### config.mk
export PLATFORM = sky130hd
export DESIGN_NAME = fetch_instr_queue
export DESIGN_NICKNAME = d
export VERILOG_FILES = /design/src/rtl/fetch_instr_queue.sv
export SDC_FILE = /design/constraint.sdc
export NUM_CORES = 2
export LEC_CHECK = 0
export BUFFER_PORTS_ARGS = -buffer_cell sky130_fd_sc_hd__buf_2
export CAP_MARGIN = 20
export CORE_MARGIN = 4
export CORE_UTILIZATION = 55
export CTS_BUF_LIST = sky130_fd_sc_hd__clkbuf_16
export CTS_CLUSTER_DIAMETER = 120
export DETAILED_ROUTE_END_ITERATION = 10
export HOLD_SLACK_MARGIN = 0.05
export PLACE_DENSITY = 0.75
export SETUP_SLACK_MARGIN = 0.05
export SYNTH_ARGS = -nofsm -noshare
export SYNTH_HDL_FRONTEND = slang
export SYNTH_SLANG_ARGS = --single-unit
### constraint.sdc
create_clock -name clk_i -period 30.7 [get_ports clk_i]
set_input_delay 3.07 -clock clk_i [delete_from_list [all_inputs] [get_ports clk_i]]
set_output_delay 3.07 -clock clk_i [all_outputs]
set_load 0.1 [all_outputs]
### src/rtl/fetch_instr_queue.sv
// fetch_instr_queue: instruction queue between the icache response and decode.
// Holds {pc, inst, ex} entries in a circular buffer, back-pressures fetch via
// enq_ready_o, drains on flush_i and stops accepting after a faulting fetch
// until that fault has been consumed or flushed.
// Optional build macro: FETCH_QUEUE_BYPASS_EN (empty-queue combinational bypass).

package fetch_instr_queue_pkg;
  typedef struct packed {
    logic        valid;
    logic [63:0] cause;
    logic [63:0] origin;
  } exception_t;

  localparam logic [63:0] INSTR_ACCESS_FAULT = 64'd1;
endpackage

module fetch_instr_queue
  import fetch_instr_queue_pkg::*;
#(
  parameter int unsigned DEPTH     = 4,
  parameter int unsigned ADDR_SIZE = 40,
  parameter int unsigned INST_SIZE = 32
) (
  input  logic                   clk_i,
  input  logic                   rst_i,
  input  logic                   flush_i,
  input  logic                   enq_valid_i,
  input  logic [ADDR_SIZE-1:0]   enq_pc_i,
  input  logic [INST_SIZE-1:0]   enq_inst_i,
  input  exception_t             enq_ex_i,
  output logic                   enq_ready_o,
  output logic                   deq_valid_o,
  output logic [ADDR_SIZE-1:0]   deq_pc_o,
  output logic [INST_SIZE-1:0]   deq_inst_o,
  output exception_t             deq_ex_o,
  input  logic                   deq_ready_i,
  output logic [$clog2(DEPTH):0] count_o
);

  localparam int unsigned PTR_W = $clog2(DEPTH);
  localparam int unsigned CNT_W = PTR_W + 1;
  localparam logic [CNT_W-1:0] FULL_CNT = CNT_W'(DEPTH);

  typedef enum logic {
    RUN     = 1'b0,
    EX_HOLD = 1'b1
  } state_t;

  state_t               state_q;
  logic [PTR_W-1:0]     head_q;
  logic [PTR_W-1:0]     tail_q;
  logic [CNT_W-1:0]     count_q;

  logic [ADDR_SIZE-1:0] pc_q   [DEPTH];
  logic [INST_SIZE-1:0] inst_q [DEPTH];
  exception_t           ex_q   [DEPTH];

  logic bypass_cond;
  logic enq_fire;
  logic deq_fire;
  logic push;
  logic pop;

  // Full, a held fault, a flush or reset all block new fetches; no pass-through
  // readiness even when the head leaves in the same cycle.
  assign enq_ready_o = (count_q != FULL_CNT) && (state_q == RUN) && !flush_i && !rst_i;

`ifdef FETCH_QUEUE_BYPASS_EN
  // Empty queue and decode ready: hand the fetched entry straight through.
  assign bypass_cond = (count_q == '0) && (state_q == RUN) && !flush_i && !rst_i &&
                       enq_valid_i && deq_ready_i;
`else
  assign bypass_cond = 1'b0;
`endif

  assign deq_valid_o = ((count_q != '0) || bypass_cond) && !flush_i;
  assign enq_fire    = enq_valid_i && enq_ready_o;
  assign deq_fire    = deq_valid_o && deq_ready_i;
  // A bypassed entry is consumed without touching storage or occupancy.
  assign push        = enq_fire && !bypass_cond;
  assign pop         = deq_fire && !bypass_cond;
  assign count_o     = count_q;

  // Head view toward decode; all zeros whenever nothing valid is presented.
  always_comb begin
    deq_pc_o   = '0;
    deq_inst_o = '0;
    deq_ex_o   = '0;
    if (bypass_cond) begin
      deq_pc_o   = enq_pc_i;
      deq_inst_o = enq_inst_i;
      deq_ex_o   = enq_ex_i;
    end else if (deq_valid_o) begin
      deq_pc_o   = pc_q[head_q];
      deq_inst_o = inst_q[head_q];
      deq_ex_o   = ex_q[head_q];
    end
  end

  // Entry storage: written at the tail on every accepted, non-bypassed fetch.
  always_ff @(posedge clk_i or posedge rst_i) begin
    if (rst_i) begin
      for (int i = 0; i < int'(DEPTH); i++) begin
        pc_q[i]   <= '0;
        inst_q[i] <= '0;
        ex_q[i]   <= '0;
      end
    end else if (push) begin
      pc_q[tail_q]   <= enq_pc_i;
      inst_q[tail_q] <= enq_inst_i;
      ex_q[tail_q]   <= enq_ex_i;
    end
  end

  // Pointers and occupancy; flush wins over any same-cycle enqueue/dequeue.
  always_ff @(posedge clk_i or posedge rst_i) begin
    if (rst_i) begin
      head_q  <= '0;
      tail_q  <= '0;
      count_q <= '0;
    end else if (flush_i) begin
      head_q  <= '0;
      tail_q  <= '0;
      count_q <= '0;
    end else begin
      if (push) tail_q <= tail_q + PTR_W'(1);
      if (pop)  head_q <= head_q + PTR_W'(1);
      if (push && !pop) begin
        count_q <= count_q + CNT_W'(1);
      end else if (pop && !push) begin
        count_q <= count_q - CNT_W'(1);
      end
    end
  end

  // Fault hold: after queueing a faulting fetch, accept nothing until it leaves.
  always_ff @(posedge clk_i or posedge rst_i) begin
    if (rst_i) begin
      state_q <= RUN;
    end else if (flush_i) begin
      state_q <= RUN;
    end else begin
      case (state_q)
        RUN:     if (push && enq_ex_i.valid) state_q <= EX_HOLD;
        EX_HOLD: if (pop && (count_q == CNT_W'(1))) state_q <= RUN;
        default: state_q <= RUN;
      endcase
    end
  end

endmodule

; ---- Word level (Yosys, flattened, before mapping)
; Cells that the tools add are included.
[classes]
addsub = 4
order_cmp = 3
eq_ne = 2
mux = 32
n_bitwise = 3
reduce_logical = 19
[ops]
columns = op, n
row1 = $bwmux 516, 1
row2 = $mux 129, 4
row3 = $bmux 129 s2, 1
row4 = $demux 129 s2, 1
row5 = $bwmux 160, 1
row6 = $mux 40, 4
row7 = $bwmux 128, 1
row8 = $mux 32, 4
row9 = $bmux 40 s2, 1
row10 = $demux 40 s2, 1
row11 = $bmux 32 s2, 1
row12 = $demux 32 s2, 1
row13 = $logic_and 1x1->1, 11
row14 = $mux 3, 3
row15 = $mux 2, 4
row16 = $ge 3x3->1 const B, 2
row17 = $not 2->3, 2
row18 = $reduce_bool 3->1, 2
row19 = $add 2x1->2 const B, 2
row20 = $logic_not 1->1, 4
row21 = $reduce_bool 2->1, 2
row22 = $add 3x1->3 const B, 1
row23 = $eq 3x1->1 const B, 1
row24 = $lt 3x1->1 const B, 1
row25 = 5 further kinds, 7
[word_totals]
regBits = 812
inputBits = 206
output_inout_bits = 206
wordCells = 87

; ---- Logic depth before layout (Yosys ltp)
[depth]
depth_word = 10
depth_mapped = 9
depth_no_buf = 6

; ---- Worst setup path before layout
; Ideal clock, no wire load.
[synth_path]
path_type = input to output
startpoint = in flush_i
endpoint = out deq_ex_o[100] (netlist bit)
t_arrival_ps = 4587
required_time_ps = 27630
slack_ps = 23043
path_stages = 5
path_buffers = 3
path_cell_list = buf_6 inv_1 clkbuf_1 clkbuf_1 and3_1
[synth_lines]
columns = element, line_no
row1 = from (decl), 26  ; input logic flush_i,
row2 = to (decl), 35  ; output exception_t deq_ex_o,

; ---- Final worst setup path
[layout_path]
startpoint = in flush_i
endpoint = out deq_pc_o[24]
[layout_between]
elab_chain_cells = 3
[layout_lines]
columns = element, line_no
row1 = $logic_not 1->1, 76  ; assign deq_valid_o = ((count_q != '0) || bypass_cond) && !flush_i;
row2 = $logic_and 1x1->1, 76
row3 = $mux 40, 93  ; end else if (deq_valid_o) begin
row4 = to (decl), 33  ; output logic [ADDR_SIZE-1:0] deq_pc_o,
; No other way between the ends.

==> metrics.txt <==
status=completed; total die area=about 77000 um2; Synth Register Bits=812; TritonCTS clock tree=done; post-synth top area share=about half; RR Endpoint=ex_q[302]; Final Skew=0.0215 ns; Slew Limit Fails=0; number of synthesized flops with an enable pin=0; global route total overflow=0; Register Area=slightly above 20000 um2; WL per Instance=25.3 um; fin crit share=~28%; overall power=roughly 4.2 mW; area delta synth->final=13.0%; Rel. slew slack=a little over a fifth; setup_tns=0 ns; LEAKAGE=approximately 24 nW; portion of total power attributed to sequential cells=34.6%; Clk Latency, worst-skew pair=~0.63 ns; Placer Congestion=0.774; Die W=277 um; pin count of the biggest net entering global routing=roughly 190; Root Buffer=clkbuf_16; post-CTS sizing=0; Mean Syn Cell Area=17.7 um2; area of the mapped netlist=~40000 um2; end of the critical path=deq_pc_o[24]; ranking of synthesized cells by area=dfrtp_1, mux2_4, mux4_2; nets@finish=between 2000 and 3000; die height=roughly 280 um; dominant cell by count in the synthesized netlist=dfrtp_1; actual slew at the worst max-slew pin=around 1.2 ns; Cells after Synth=about 2300; internal cell power=about 2.6 mW; clock slew at reported path FFs=~0.060 ns; critical path class=primary input to output pin; Max Fclk=between 0.1 and 0.15 GHz; final wirelength=92500 um; predominant post-synthesis flop cell=dfrtp_1; worst-path maximum fanout=84; CP required=~28 ns; P_sw=about 1.6 mW; Hold Fails Final Rpt=0; maxcap violations=0; crit path time final=between 8 and 9 ns; setup violators final=0; antenna violations before repair=46; num rows=about 100; r2r startpoint=count_o[1]; core area=just over 70000 um2; Commonest cells post-synth=dfrtp_1, mux2_4, and3_1, mux4_2, buf_6; multi-input logic area=between 15000 and 20000 um2; Vias=about 21000; Layout fillers=~5000; post-CTS setup buffer count=0; initial core utilization=55.5%; Mapped Nets=roughly 2500; all-layer global routing usage=24.0%; cell taking the most area after synthesis=dfrtp_1; worst vdd ir=0.0930 mV; DR iter-0 viols=~1600; first-pass detailed-route iteration total=5; Net Sw Frac=roughly two fifths; worst-case clock buffer depth=3; CTS hold repair buffers=0; FF-to-FF setup slack=26.05 ns; critical path startpoint=flush_i; Post-DRT Antenna Nets=0; combinational power share=around two fifths; sequential area share after synthesis=approximately 50%; crit path DAT=about 5.6 ns; Worst Hold Class=flip-flop to flip-flop; RSZ-0062 raised after global routing=false; CP Capture Type=output pin; port bufs=about 400; Clk pwr share=between 20% and 30%; critical path launch point type=primary input; DR vias/cell=approximately 5.9; CTS buffer count=88; reg2reg path depth=8; vias in the first global route=around 25000; PwrDens=roughly 94 nW/um2; CTS H-tree depth=3; DP HPWL=between 50000 and 60000 um; drt drc=0; layout cells sized above 1=between 50% and 60%; synth warn=0; Yosys cell types=31; Synth async-reset ratio=between 90% and 100%; global-route wire length before repair=147000 um; I/O Pins=between 400 and 500; TritonCTS Sinks=~810; hold_ws=~0.5 ns
## cell families after synthesis
kind of cell             Yosys count  share of synthesized area, %
adder cells (fa/ha/maj)            9                         0.277
XOR/XNOR                           4                         0.123
flip-flops                       812                          51.1
buffers and inverters            186                          3.43
multiplexers                    1007                          41.4
AND/OR/NAND/NOR                  224                          3.45
AO/OA/AOI/OAI                      9                         0.195
## sequential cells by signal, indices dropped and copies added (netlist names)
| signal | count |
|---|---|
| tail_q | 2 |
| pc_q | 160 |
| count_o | 3 |
| ex_q | 516 |
| head_q | 2 |
| inst_q | 128 |
| state_q | 1 |
## routing by layer
| layer | vias to the layer above | track usage (%) | share of wire (%) |
|---|---|---|---|
| met3 | 155 | 6.00 | 6.2 |
| met5 | - | 0 | 0.16 |
| met2 | 562 | 39.3 | 49 |
| met1 | 11600 | 32.2 | 43 |
| li1 | 9113 | - | - |
| met4 | 24 | 7.16 | 2.2 |
## worst min-delay path by stage
stage | start | endpoint | slack [ns] | cells after the start
global placement | ex_q[120] | ex_q[120] | 0.48 | 1
floorplan | ex_q[126] | ex_q[126] | 0.47 | 1
CTS | ex_q[318] | ex_q[318] | 0.50 | 1
finish | ex_q[318] | ex_q[318] | 0.50 | 1
global route | ex_q[117] | ex_q[117] | 0.51 | 1
detailed placement | pc_q[79] | pc_q[79] | 0.49 | 1
## cell type report
| cell class | instances | share of cell area (%) |
|---|---|---|
| Timing Repair Buffer | 442 | 5.39 |
| Inverter | 6 | 0.0724 |
| Antenna cell | 29 | 0.162 |
| Clock inverter | 76 | 1.24 |
| Sequential cell | 812 | 45.2 |
| Tap cell | 950 | 2.65 |
| Clock buffer | 88 | 4.90 |
| Multi-Input combinational cell | 1253 | 40.3 |
## per-stage QoR
stage	util, %	area (um2)	instances	setup WS [ns]
after global placement	58.6	42000	3458	22.00
after floorplan	-	39700	2251	4.82
after detailed placement	58.7	42000	3460	22.13
after global routing	62.7	44900	3646	21.94
after CTS	62.5	44800	3624	22.13
final	62.7	44900	3656	22.04
## cell usage in the layout (no fill, tap or decap), types with 2 or more instances in the layout
master     netlist  final
xor2_1           2      2
mux2_2          44     44
nand2_1          4      4
inv_6            0      3
clkbuf_16        0     88
dfrtp_4          0      2
mux2i_1          2      2
buf_2           16    411
clkinv_2         0     16
buf_4            0     23
inv_1            6     27
ha_1             8      8
dfrtp_1        812    810
and3_1         201    201
buf_16           0      4
mux2_4         760    760
nor2_1           7      7
buf_12           0      4
inv_16           0      2
nand3_1          2      2
clkinv_1         0     22
nand2_8          0      4
diode_2          0     29
a21oi_1          4      4
mux4_2         201    201
bufinv_16        0      7
## power groups by stage
stage | registers, mW | logic [mW] | clock network [mW]
after floorplan | 1.42 | 1.43 | 0
after global placement | 1.44 | 1.70 | 0
after detailed placement | 1.47 | 1.73 | 0
after CTS | 1.45 | 1.73 | 1.04
after global routing | 1.48 | 1.80 | 1.09
final | 1.46 | 1.73 | 1.02
## critical path: stages
cell and delay (ns):
buf_2 0.18, inv_4 0.43, buf_16 0.32, buf_4 0.63, and3_1 0.29, buf_2 0.43
Note: power is estimated with default switching activity, not from simulation.
